--- config.mk ---
export PLATFORM = sky130hd
export DESIGN_NAME = alu_wb_mux_pipe
export DESIGN_NICKNAME = d
export VERILOG_FILES = /design/src/rtl/alu_wb_mux_pipe.sv
export SDC_FILE = /design/constraint.sdc
export NUM_CORES = 1
export LEC_CHECK = 0
export ABC_AREA = 1
export ABC_CLOCK_PERIOD_IN_PS = 1700
export CAP_MARGIN = 15
export CORE_MARGIN = 2
export CORE_UTILIZATION = 38
export DETAILED_ROUTE_END_ITERATION = 6
export GPL_TIMING_DRIVEN = 1
export MAX_ROUTING_LAYER = met4
export PLACE_DENSITY = 0.76
export SYNTH_ARGS = -nofsm -noshare
export SYNTH_HDL_FRONTEND = slang
export SYNTH_SLANG_ARGS = --single-unit
export TNS_END_PERCENT = 5
--- constraint.sdc ---
create_clock -name clk -period 1.7 [get_ports clk]
set_input_delay 0.34 -clock clk [delete_from_list [all_inputs] [get_ports clk]]
set_output_delay 0.34 -clock clk [all_outputs]
set_load 0.02 [all_outputs]
--- src/rtl/alu_wb_mux_pipe.sv ---
// -----------------------------------------------------------------------------
// alu_wb_mux_pipe
//
// Registered N-way writeback source selector with a valid/ready handshake and a
// one-entry skid buffer. One of NUM_IN channels (0 = ALU result, 1 = bus, the
// rest design-defined) is selected by sel when a word is accepted, tagged with
// a zero flag and an out-of-range-select error flag, and presented on the
// writeback side. The skid entry lets the sink stall for a cycle without the
// source losing a word, and it keeps in_ready a pure register output.
//
// Ports
//   clk        rising-edge clock
//   rst        synchronous, active-high reset
//   in_data    NUM_IN packed channels, channel k = in_data[k*WIDTH +: WIDTH]
//   sel        channel select, sampled together with in_valid
//   in_valid   source presents data/sel
//   in_ready   block can accept this cycle (registered, = !skid_valid)
//   out_data   selected, registered word
//   out_zero   out_data == 0, travels with the word
//   out_err    word was produced from an out-of-range sel
//   out_valid  out_data/out_zero/out_err are valid
//   out_ready  sink consumes the word this cycle
// -----------------------------------------------------------------------------
module alu_wb_mux_pipe #(
  parameter int WIDTH  = 24,
  parameter int NUM_IN = 4,
  parameter int SEL_W  = 2
) (
  input  logic                    clk,
  input  logic                    rst,
  input  logic [NUM_IN*WIDTH-1:0] in_data,
  input  logic [SEL_W-1:0]        sel,
  input  logic                    in_valid,
  output logic                    in_ready,
  output logic [WIDTH-1:0]        out_data,
  output logic                    out_zero,
  output logic                    out_err,
  output logic                    out_valid,
  input  logic                    out_ready
);

  // Elaboration-time sanity check of the parameter set.
  if (NUM_IN < 2 || (2 ** SEL_W) < NUM_IN) begin : g_param_check
    $error("alu_wb_mux_pipe: need NUM_IN >= 2 and 2**SEL_W >= NUM_IN");
  end

  // The state encoding is literally {out_valid, skid_valid}, so both flags are
  // plain bits of the state register and need no extra decode.
  typedef enum logic [1:0] {
    ST_EMPTY = 2'b00,
    ST_ONE   = 2'b10,
    ST_FULL  = 2'b11
  } state_t;

  typedef struct packed {
    logic [WIDTH-1:0] data;
    logic             zero;
    logic             err;
  } word_t;

  state_t state;
  state_t state_nxt;

  word_t  cap_word;   // word that an accept this cycle would capture
  word_t  out_word;   // output register
  word_t  skid_word;  // skid register, holds the second (younger) word

  logic   skid_valid;
  logic   accept;
  logic   consume;
  logic   load_out;
  logic   out_from_skid;
  logic   load_skid;

  assign out_valid  = state[1];
  assign skid_valid = state[0];
  assign in_ready   = !skid_valid;

  assign accept  = in_valid && in_ready;
  assign consume = out_valid && out_ready;

  // ---------------------------------------------------------------------------
  // Channel select. A compare loop is used instead of a variable part-select so
  // that an out-of-range sel never indexes past the packed input vector; with
  // no match the word stays zero and err stays set.
  // ---------------------------------------------------------------------------
  always_comb begin
    // NOTE: every variable written here gets a default first, so no path can
    // leave it unassigned and infer a latch.
    cap_word     = '0;
    cap_word.err = 1'b1;
    for (int k = 0; k < NUM_IN; k++) begin
      if (sel == SEL_W'(k)) begin
        cap_word.data = in_data[k*WIDTH +: WIDTH];
        cap_word.err  = 1'b0;
      end
    end
    cap_word.zero = (cap_word.data == '0);
  end

  // ---------------------------------------------------------------------------
  // Next-state and register-load decode.
  // ---------------------------------------------------------------------------
  always_comb begin
    state_nxt     = state;
    load_out      = 1'b0;
    out_from_skid = 1'b0;
    load_skid     = 1'b0;

    unique case (state)
      ST_EMPTY: begin
        if (accept) begin
          state_nxt = ST_ONE;
          load_out  = 1'b1;
        end
      end

      ST_ONE: begin
        if (accept && !consume) begin
          // Sink is stalling: park the new word behind the current one.
          state_nxt = ST_FULL;
          load_skid = 1'b1;
        end else if (accept && consume) begin
          // Pass-through at full rate: new word replaces the consumed one.
          load_out = 1'b1;
        end else if (consume) begin
          state_nxt = ST_EMPTY;
        end
      end

      ST_FULL: begin
        // in_ready is low here, so only the sink can make progress.
        if (consume) begin
          state_nxt     = ST_ONE;
          load_out      = 1'b1;
          out_from_skid = 1'b1;
        end
      end

      default: begin
        state_nxt = ST_EMPTY;
      end
    endcase
  end

  // ---------------------------------------------------------------------------
  // State and data registers.
  // ---------------------------------------------------------------------------
  always_ff @(posedge clk) begin
    // NOTE: sequential state is always assigned with <= so every register
    // samples the pre-edge values regardless of statement order.
    if (rst) begin
      state     <= ST_EMPTY;
      // NOTE: the data registers are reset too (not just the valid bits) so the
      // outputs read as zero after reset; with only two words of storage this
      // is cheap, unlike clearing a real memory array.
      out_word  <= '0;
      skid_word <= '0;
    end else begin
      state <= state_nxt;
      if (load_out) begin
        out_word <= out_from_skid ? skid_word : cap_word;
      end
      if (load_skid) begin
        skid_word <= cap_word;
      end
    end
  end

  assign out_data = out_word.data;
  assign out_zero = out_word.zero;
  assign out_err  = out_word.err;

endmodule

==> metrics.log <==
[metrics] Leak: around 2.0 nW
[metrics] standard-cell row count: 32
[metrics] maximum clock skew at final layout: 0.00793 ns
[metrics] timing-limited maximum frequency: 587 MHz
[metrics] number of max-slew violations in the final report: 0
[metrics] number of instances in the placed design: 696
[metrics] count of non-filler cells in the finished layout: 710
[metrics] global-route wire length before repair: 16200 um
[metrics] leftover overflow at the end of global routing: 0
[metrics] endpoint kind of the worst setup timing path: flip-flop
[metrics] violations in the final reports: negative setup slack
[metrics] nets in the synthesized netlist: roughly 550
[metrics] dpl hpwl: 7350 um
[metrics] antenna diode instance count: 0
[metrics] clock tree from TritonCTS: done
[metrics] kind of critical path: reg -> reg
[metrics] vertical die dimension: 92.6 um
[metrics] count of antenna-violating nets left after detailed routing: 0
[metrics] Placer Congestion: roughly 0.85
[metrics] number of global-route vias before repair: 3524
[metrics] transition time at the pin with the least slew margin: 0.347 ns
[metrics] cell area after synthesis: 0.00298 mm^2
[metrics] buffers from clock root to sink, at most: 2
[metrics] vias per cell: 5.10
[metrics] Max-slew headroom: 0.768
[metrics] number of detailed-route iterations in the first pass: 5
[metrics] min-delay worst type: reg -> reg
[metrics] number of register bits inferred by synthesis: 54
[metrics] largest cells by area after synthesis: dfxtp_1 36%, a21oi_1 13%, o21ai_0 11%, nand2_1 11%, nand3_1 5.5%
[metrics] number of instances in the synthesized netlist: 441
[metrics] count of unresolved DRC violations after routing: 0
[metrics] Final #Nets: 714
[metrics] via total after detailed routing: 3620
[metrics] number of antenna violations at the first check in global routing: 0
[metrics] commonest non-fill, non-tap cell in the layout: clkdlybuf4s50_1
[metrics] Finish-stage setup viols: 1
[metrics] share of the yosys chip area belonging to registers: 0.362
[metrics] Yosys Warn Count: 0
[metrics] outcome: finished, violations left
[metrics] maximum number of pins on one net before global-route repair: 40
[metrics] quantity of hold-fixing buffers added after cts: 0
[metrics] most used cells in the layout excluding fill and tap cells: 122 x clkdlybuf4s50_1, 83 x nand2_1, 65 x a21oi_1, 54 x o21ai_0, 52 x dfxtp_1
[metrics] H-tree levels: 2
[metrics] total design power: 5.22 mW
[metrics] final hold slack: 0.471 ns
[metrics] DRC marker count from the first detailed-route iteration: 225
[metrics] I/O pin count: 130
[metrics] Reg clk slew, reported paths: 0.10 ns
[metrics] RSZ-0062 raised after global routing: yes
[metrics] count of different cell masters after synthesis: 25
[metrics] mean cell area of the mapped netlist: roughly 6.8 um^2
[metrics] number of port buffers: 129
[metrics] time the final worst path needs with I/O delays and setup: 1.70 ns
[metrics] MaxCap Viol Count: 0
[metrics] cell area power density: 1050 mW/mm^2
[metrics] Total Routed Length: 10200 um
[metrics] Die Area: 0.00858 mm^2
[metrics] core area: 0.00765 mm^2
[metrics] Yosys top cell area share: 0.362
[metrics] Horiz. Die Dim: 92.6 um
[metrics] aggregate global-route resource usage: 0.239
[metrics] initial core utilization: 0.390
[metrics] clock root cell: clkbuf_8
[metrics] CP Data Required Time: 1.95 ns
[metrics] clock insertion delay at the later pin of the skew report: 0.31 ns
[metrics] Synth-to-Final Area Change: 67.3%
[metrics] average wire length per cell after detail routing: 14.4 um
[metrics] worst-case setup margin in the final layout: -0.00259 ns
[metrics] Critical Path AT: 1.95 ns
[metrics] crit-path max FO: 5
[metrics] period utilization: 1.00
[metrics] cell accounting for the most synthesized area: dfxtp_1
[metrics] Reg2Reg Depth: 10
[metrics] clock sink total: 54
[metrics] fraction of layout cells with a size suffix above 1: 0.191
[metrics] number of clock buffers inserted by TritonCTS: 5
[metrics] final number of hold-violating endpoints: 0
[metrics] Startpoint Class: flip-flop
[metrics] largest voltage drop on the vdd net: ~570 uV
[metrics] worst hold path cell count: 2
report_power, final:
part	total [mW]	leakage, nW	internal (mW)	switching, mW
clock network	0.705	0.0406	0.284	0.422
registers	1.79	0.442	1.57	0.213
logic	2.73	1.55	1.38	1.35
total	5.22	2.03	3.24	1.98
sequential cells by signal, indices dropped and copies added (netlist names):
signal,count
out_err,1
out_zero,1
state,2
skid_word,26
out_data,24
worst paths after layout:
| path | startpoint | to | slack (ns) |
|---|---|---|---|
| worst min-delay path | skid_word[0] | skid_word[0] | 0.47 |
| worst max-delay path | state[1] | out_data[11] | -0.003 |
| worst max register to register | state[1] | out_data[11] | -0.003 |
| worst min register to register | skid_word[0] | skid_word[0] | 0.47 |
cell type report:
cell class	instances	area, um^2
multi-input combinational	342	1790
clock buffer	5	68.8
inverter	19	73.8
timing repair buffer	186	1830
clock inverter	2	13.8
sequential	54	1090
tap	102	128
fill	661	2660
routing by layer:
layer  part of all wire  GRT usage  wire, um  up-vias
met3              0.053     0.0277       545       20
met1               0.41      0.285      4140     1670
met5                  0          -         0        -
met4              0.019     0.0625       195        0
li1                   -          -         -     1822
met2               0.52      0.430      5330      108
cells by family after synthesis:
group / after synthesis / share of synthesized area
buffers and inverters: 46 / 0.0809
AND/OR/NAND/NOR: 191 / 0.287
AO/OA/AOI/OAI: 146 / 0.253
adder cells (fa/ha/maj): 4 / 0.0168
flip-flops: 54 / 0.362
repair_timing:
action	in CTS	in global routing
cloned	1	1
gates resized for setup	6	63
setup buffers	0	5
setup endpoints to repair	51	44
pin swaps	2	16
endpoints found under the hold margin	0	0
critical path: stages, from the launching register on:
cell and delay (ns):
dfxtp_4 0.39, inv_2 0.08, ha_2 0.19, nand2_2 0.08
a31oi_4 0.24, buf_12 0.16, buf_4 0.11, o21ai_0 0.08
a21oi_1 0.18, a21oi_2 0.05, nor2_1 0.09
Yosys cell counts, drive strengths merged:
cell / count
nand2: 88
a21oi: 77
o21ai: 68
dfxtp: 54
nor2: 45
nand3: 34
inv: 18
buf: 16
or2: 16
clkbuf: 11
nand4: 8
ha: 4
a31oi: 1
clkinv: 1
per-stage QoR:
step                 TNS, ns  cell area, um^2   util  worst slack (ns)
global placement      -20.57             4680  0.613            -0.557
CTS                    -1.03             4780  0.625           -0.0931
floorplan                  0             2990      -           0.00879
finish              -0.00259             4990  0.653          -0.00259
global route          -0.728             4990  0.653           -0.0626
detailed placement    -24.55             4680  0.613            -0.649
No activity file was read; power rests on OpenSTA's default activity.
